[src/rtl/rotor1_fwd_stepper.sv]
// Rotor 1 forward path: position register, step-before-encode letter mapping, turnover pulse.
// Optional ring setting input is enabled by defining ROTOR_RING_SETTING_EN.
module rotor1_fwd_stepper #(
    parameter int NOTCH = 16,
    parameter int BAD   = 63
) (
    input  logic       clk,
    input  logic       rst,
`ifdef ROTOR_RING_SETTING_EN
    input  logic [5:0] ring,
`endif
    input  logic       pos_load,
    input  logic [5:0] pos_init,
    input  logic       step_en,
    input  logic       in_valid,
    output logic       in_ready,
    input  logic [5:0] data_in,
    output logic       out_valid,
    input  logic       out_ready,
    output logic [5:0] data_out,
    output logic       turnover,
    output logic       err,
    output logic [5:0] position
);

    localparam logic [5:0] NOTCH_POS = NOTCH[5:0];
    localparam logic [5:0] BAD_CODE  = BAD[5:0];
    localparam logic [5:0] LAST_POS  = 6'd25;

    logic [5:0] pos_q;
    logic [5:0] data_p0;
    logic       vld_p0;
    logic       turn_p0;
    logic       err_q;

    logic       accept;
    logic       data_ok;
    logic [5:0] pos_n;
    logic [5:0] wire_idx;
    logic       ring_bad;

    function automatic logic [5:0] add_mod26(input logic [5:0] a, input logic [5:0] b);
        logic [6:0] s;
        s = {1'b0, a} + {1'b0, b};
        if (s >= 7'd26)
            s = s - 7'd26;
        return s[5:0];
    endfunction

    function automatic logic [5:0] wiring(input logic [5:0] idx);
        logic [5:0] w;
        case (idx)
            6'd0:    w = 6'd22;
            6'd1:    w = 6'd19;
            6'd2:    w = 6'd14;
            6'd3:    w = 6'd10;
            6'd4:    w = 6'd0;
            6'd5:    w = 6'd18;
            6'd6:    w = 6'd20;
            6'd7:    w = 6'd24;
            6'd8:    w = 6'd17;
            6'd9:    w = 6'd21;
            6'd10:   w = 6'd1;
            6'd11:   w = 6'd23;
            6'd12:   w = 6'd9;
            6'd13:   w = 6'd7;
            6'd14:   w = 6'd16;
            6'd15:   w = 6'd2;
            6'd16:   w = 6'd15;
            6'd17:   w = 6'd25;
            6'd18:   w = 6'd4;
            6'd19:   w = 6'd5;
            6'd20:   w = 6'd12;
            6'd21:   w = 6'd3;
            6'd22:   w = 6'd8;
            6'd23:   w = 6'd13;
            6'd24:   w = 6'd11;
            6'd25:   w = 6'd6;
            default: w = 6'd0;
        endcase
        return w;
    endfunction

    assign in_ready = !pos_load && (!vld_p0 || out_ready);
    assign accept   = in_valid && in_ready;
    assign data_ok  = (data_in <= LAST_POS);

    // The letter is encoded against the position the rotor moves to on this keypress.
    always_comb begin
        pos_n = pos_q;
        if (step_en)
            pos_n = (pos_q == LAST_POS) ? 6'd0 : pos_q + 6'd1;
    end

`ifdef ROTOR_RING_SETTING_EN
    logic [5:0] ring_eff;
    assign ring_bad = (ring > LAST_POS);
    assign ring_eff = ring_bad ? 6'd0 : ring;
    // Adding (26 - ring) keeps the subtraction within the 7-bit mod-26 adder.
    assign wire_idx = add_mod26(add_mod26(data_in, pos_n), 6'd26 - ring_eff);
`else
    assign ring_bad = 1'b0;
    assign wire_idx = add_mod26(data_in, pos_n);
`endif

    // Output register stage (p0): EMPTY when vld_p0=0, FULL when vld_p0=1.
    always_ff @(posedge clk) begin
        if (rst) begin
            pos_q   <= 6'd0;
            vld_p0  <= 1'b0;
            data_p0 <= 6'd0;
            turn_p0 <= 1'b0;
            err_q   <= 1'b0;
        end else begin
            if (pos_load) begin
                if (pos_init <= LAST_POS)
                    pos_q <= pos_init;
                else
                    err_q <= 1'b1;
            end
            if (accept) begin
                vld_p0 <= 1'b1;
                if (data_ok) begin
                    pos_q   <= pos_n;
                    data_p0 <= wiring(wire_idx);
                    turn_p0 <= step_en && (pos_q == NOTCH_POS);
                end else begin
                    data_p0 <= BAD_CODE;
                    turn_p0 <= 1'b0;
                    err_q   <= 1'b1;
                end
                if (ring_bad)
                    err_q <= 1'b1;
            end else if (out_ready) begin
                vld_p0  <= 1'b0;
                turn_p0 <= 1'b0;
            end
        end
    end

    assign out_valid = vld_p0;
    assign data_out  = data_p0;
    assign turnover  = turn_p0;
    assign err       = err_q;
    assign position  = pos_q;

endmodule

[config.mk]
export PLATFORM = sky130hd
export DESIGN_NAME = rotor1_fwd_stepper
export DESIGN_NICKNAME = d
export VERILOG_FILES = /design/src/rtl/rotor1_fwd_stepper.sv
export SDC_FILE = /design/constraint.sdc
export NUM_CORES = 1
export LEC_CHECK = 0
export ABC_AREA = 1
export CORE_MARGIN = 10
export CORE_UTILIZATION = 52
export CTS_CLUSTER_DIAMETER = 40
export DETAILED_ROUTE_END_ITERATION = 16
export PLACE_DENSITY = 0.78
export SKIP_LAST_GASP = 1
export SYNTH_ARGS = -nofsm -noshare
export SYNTH_HDL_FRONTEND = slang
export SYNTH_SLANG_ARGS = --single-unit
[constraint.sdc]
create_clock -name clk -period 3.88 [get_ports clk]
set_input_delay 0.388 -clock clk [delete_from_list [all_inputs] [get_ports clk]]
set_output_delay 0.388 -clock clk [all_outputs]
set_load 0.05 [all_outputs]
==> impl_metrics.json <==
{
  "run_status": "completed",
  "grt_antenna_before_repair": 0,
  "placed_cells_incl_taps": 349,
  "setup.worst_path.start_class": "input pin",
  "power.static_leakage_uw": 0.00107,
  "timing.hold.worst_path_depth": 1,
  "data_arrival_time_of_the_critical_path_ps": 3750,
  "floorplan.initialDensity_pct": 53.9,
  "synth.distinct_cells": 27,
  "die_width_um": 76.0,
  "tritoncts.num_buffers": 3,
  "clock_latency_ps": 280,
  "setup.worst_path.class": "input pin to flop",
  "setup_viol": 0,
  "tritoncts": "done",
  "finalHoldViolCount": 0,
  "dr.pass1.iters": 4,
  "grt_pass1_wl_mm": 7.39,
  "routabilityCongestion": 0.873,
  "holdWs_ps": 479,
  "warnings_synthesis": 0,
  "via_per_inst": 5.05,
  "drt-wirelength-per-cell_um": 11.8,
  "synth_area_per_cell_um2": 6.04,
  "worst_r2r_endpoint": "data_out[0]$_SDFFE_PP0P_",
  "timing.reg2reg.worst_path_depth": 22,
  "floorplan.rows": 20,
  "regToRegSetupSlack_ps": 390,
  "clock_tree.root_cell": "clkbuf_4",
  "synth.cell_area_um2": 1630,
  "worst_slew_pin_slew_ps": 520,
  "port_buffers": 33,
  "p_total_uw": 868,
  "clkTransAtPathRegs_ps": 90,
  "timing.critical_path.to_type": "flop",
  "grt_max_degree": 12,
  "p_per_area_nw_per_um2": 415,
  "drive_gt1_share_pct": 11.3,
  "ys_seq_elements": 15,
  "timing.max_slew.rel_slack_pct": 65.3,
  "fin_skew_ps": 3.43,
  "final_net_count": 346,
  "worstPathMaxFanout": 5,
  "timing.hold.worst.start": "data_out[5]$_SDFFE_PP0P_",
  "synthToLayoutAreaGrowth_pct": 28.1,
  "antenna-diode-count": 0,
  "instances_no_fill": 354,
  "initialDrtViolationCount": 136,
  "clockBufferDepth": 2,
  "ctsHtreeMaxLevel": 1,
  "max_clock_freq_mhz": 283,
  "vias": 1789,
  "globalRouteTotalUtil_pct": 14.4,
  "drt-total-wl_mm": 4.18,
  "setup_total_negative_slack_ps": 0,
  "post_synth_inst_count": 270,
  "die_h_um": 76.0,
  "number_of_global_route_vias_before_repair": 1697,
  "drv.max_cap_violation_count": 0,
  "final.min_clock_period_ps": 3540,
  "worst_r2r_startpoint": "position[0]$_SDFF_PP0_",
  "drc": 0,
  "overflow": 0,
  "cts_sinks": 15,
  "antenna_violating_nets_post_route": 0,
  "syn-num-nets": 305,
  "critPathRequiredTime_ps": 4100,
  "timing.final.crit_share_pct": 91.2,
  "dp_hpwl_mm": 3.54,
  "vdd.ir_drop.worst_mv": 0.260,
  "holdCritPathClass": "flop to flop",
  "die-area_um2": 5780,
  "maxSlewViolCount": 0,
  "hold_path_end": "data_out[5]$_SDFFE_PP0P_",
  "ioPinCount": 34,
  "synth-seq-area-share_pct": 18.4,
  "core-area_um2": 3030
}
timing repair:
item / CTS / global route
setup buffers: 0 / 1
hold buffers: 0 / 0
endpoints found under the setup margin: 0 / 5
resized for setup: 0 / 7
placed cells by master (no fill, tap or decap), types with 3 or more instances in the layout:
cell             count
dfxtp_1             15
a31oi_1              3
nor2_1              19
inv_1               37
nand3_1             31
nand2_4              3
clkdlybuf4s50_1     33
nand2_2              9
or2_2                4
clkbuf_4             3
buf_4                5
nand4_1              5
nand2_1             75
nor2_4               3
ha_1                15
o21ai_0             16
a21oi_1             15
worst max-delay path by stage:
| stage | cells after the start | slack (ps) | end | from |
|---|---|---|---|---|
| 3_3_place_gp | 23 | 140 | data_out[2]$_SDFFE_PP0P_ | step_en |
| 3_5_place_dp | 25 | 40 | data_out[2]$_SDFFE_PP0P_ | step_en |
| 5_1_grt | 26 | -20 | data_out[2]$_SDFFE_PP0P_ | position[4]$_SDFF_PP0_ |
| 6_report | 22 | 340 | data_out[0]$_SDFFE_PP0P_ | step_en |
| 4_1_cts | 26 | 310 | data_out[0]$_SDFFE_PP0P_ | position[1]$_SDFF_PP0_ |
| 2_1_floorplan | 26 | 210 | data_out[0]$_SDFFE_PP0P_ | position[4]$_SDFF_PP0_ |
metrics by stage:
stage / area (um2) / utilization (%) / worst slack, ps
2_1_floorplan: 1630 / - / 209
3_3_place_gp: 2030 / 67.1 / 141
3_5_place_dp: 2030 / 67.1 / 38.2
6_report: 2090 / 69.0 / 342
5_1_grt: 2090 / 69.0 / -21.9
4_1_cts: 2060 / 68.0 / 313
layer usage:
metal  GRT usage, %  up-vias  part of all wire, %
li1               -      958                    -
met1           18.4      782                   47
met2           25.0       47                   48
met3           2.24        2                  4.4
met4           2.46        0                 0.50
met5              0        -                    0
cell usage after synthesis (all sizes together):
library cell  number  area (um2)
nand2             87         372
inv               39         146
nand3             31         155
nor2              22         100
a21oi             16        80.1
ha                16         200
o21ai             16        80.1
dfxtp             15         300
nand4              5        31.3
nor3               4        20.0
or2                4        25.0
a31oi              3        18.8
o211ai             2        15.0
xor2               2        17.5
a32o               1        10.0
buf                1        11.3
clkbuf             1        3.75
clkinv             1        3.75
fa                 1        20.0
nand3b             1        7.51
o21a               1        7.51
o22ai              1        6.26
flip-flops by register name, summed over array words and instances (netlist names):
name       count
out_valid      1
err            1
turnover       1
position       6
data_out       6
logic make-up after synthesis:
group / Yosys count / synth area share (%)
flops: 15 / 18.4
xor+xnor: 2 / 1.07
simple gates: 154 / 43.6
compound gates: 40 / 13.3
fa+ha+maj: 17 / 13.5
buf+inv: 42 / 10.1
where the power goes:
part / internal (uW) / leakage (uW) / switching [uW]
logic: 222 / 0.000928 / 385
registers: 165 / 0.000123 / 7.78
clock network: 38.2 / 0.0000177 / 49.4
total: 426 / 0.00107 / 443
area by class of cell:
class | count | area, um2
Fill cell | 289 | 937
Tap cell | 44 | 55.1
Clock buffer | 3 | 22.5
Sequential cell | 15 | 300
Timing Repair Buffer | 38 | 368
Inverter | 40 | 150
Clock inverter | 1 | 5.00
Multi-Input combinational cell | 213 | 1190
worst max-delay path: stages:
cell             delay, ps
clkdlybuf4s50_1        530
nand4_1                150
inv_1                  120
nor2_1                  60
ha_1                   220
fa_2                   570
inv_1                   80
ha_1                   210
inv_1                   50
nand3_1                130
nor2_4                 150
nor2_4                  70
nand2_4                 80
nand2_1                 50
nand2_1                140
ha_2                   220
nand3_1                100
nand2_1                 80
inv_1                   40
a21oi_1                110
nand2_1                 70
a21oi_1                110
(Power assumes the default switching activity.)
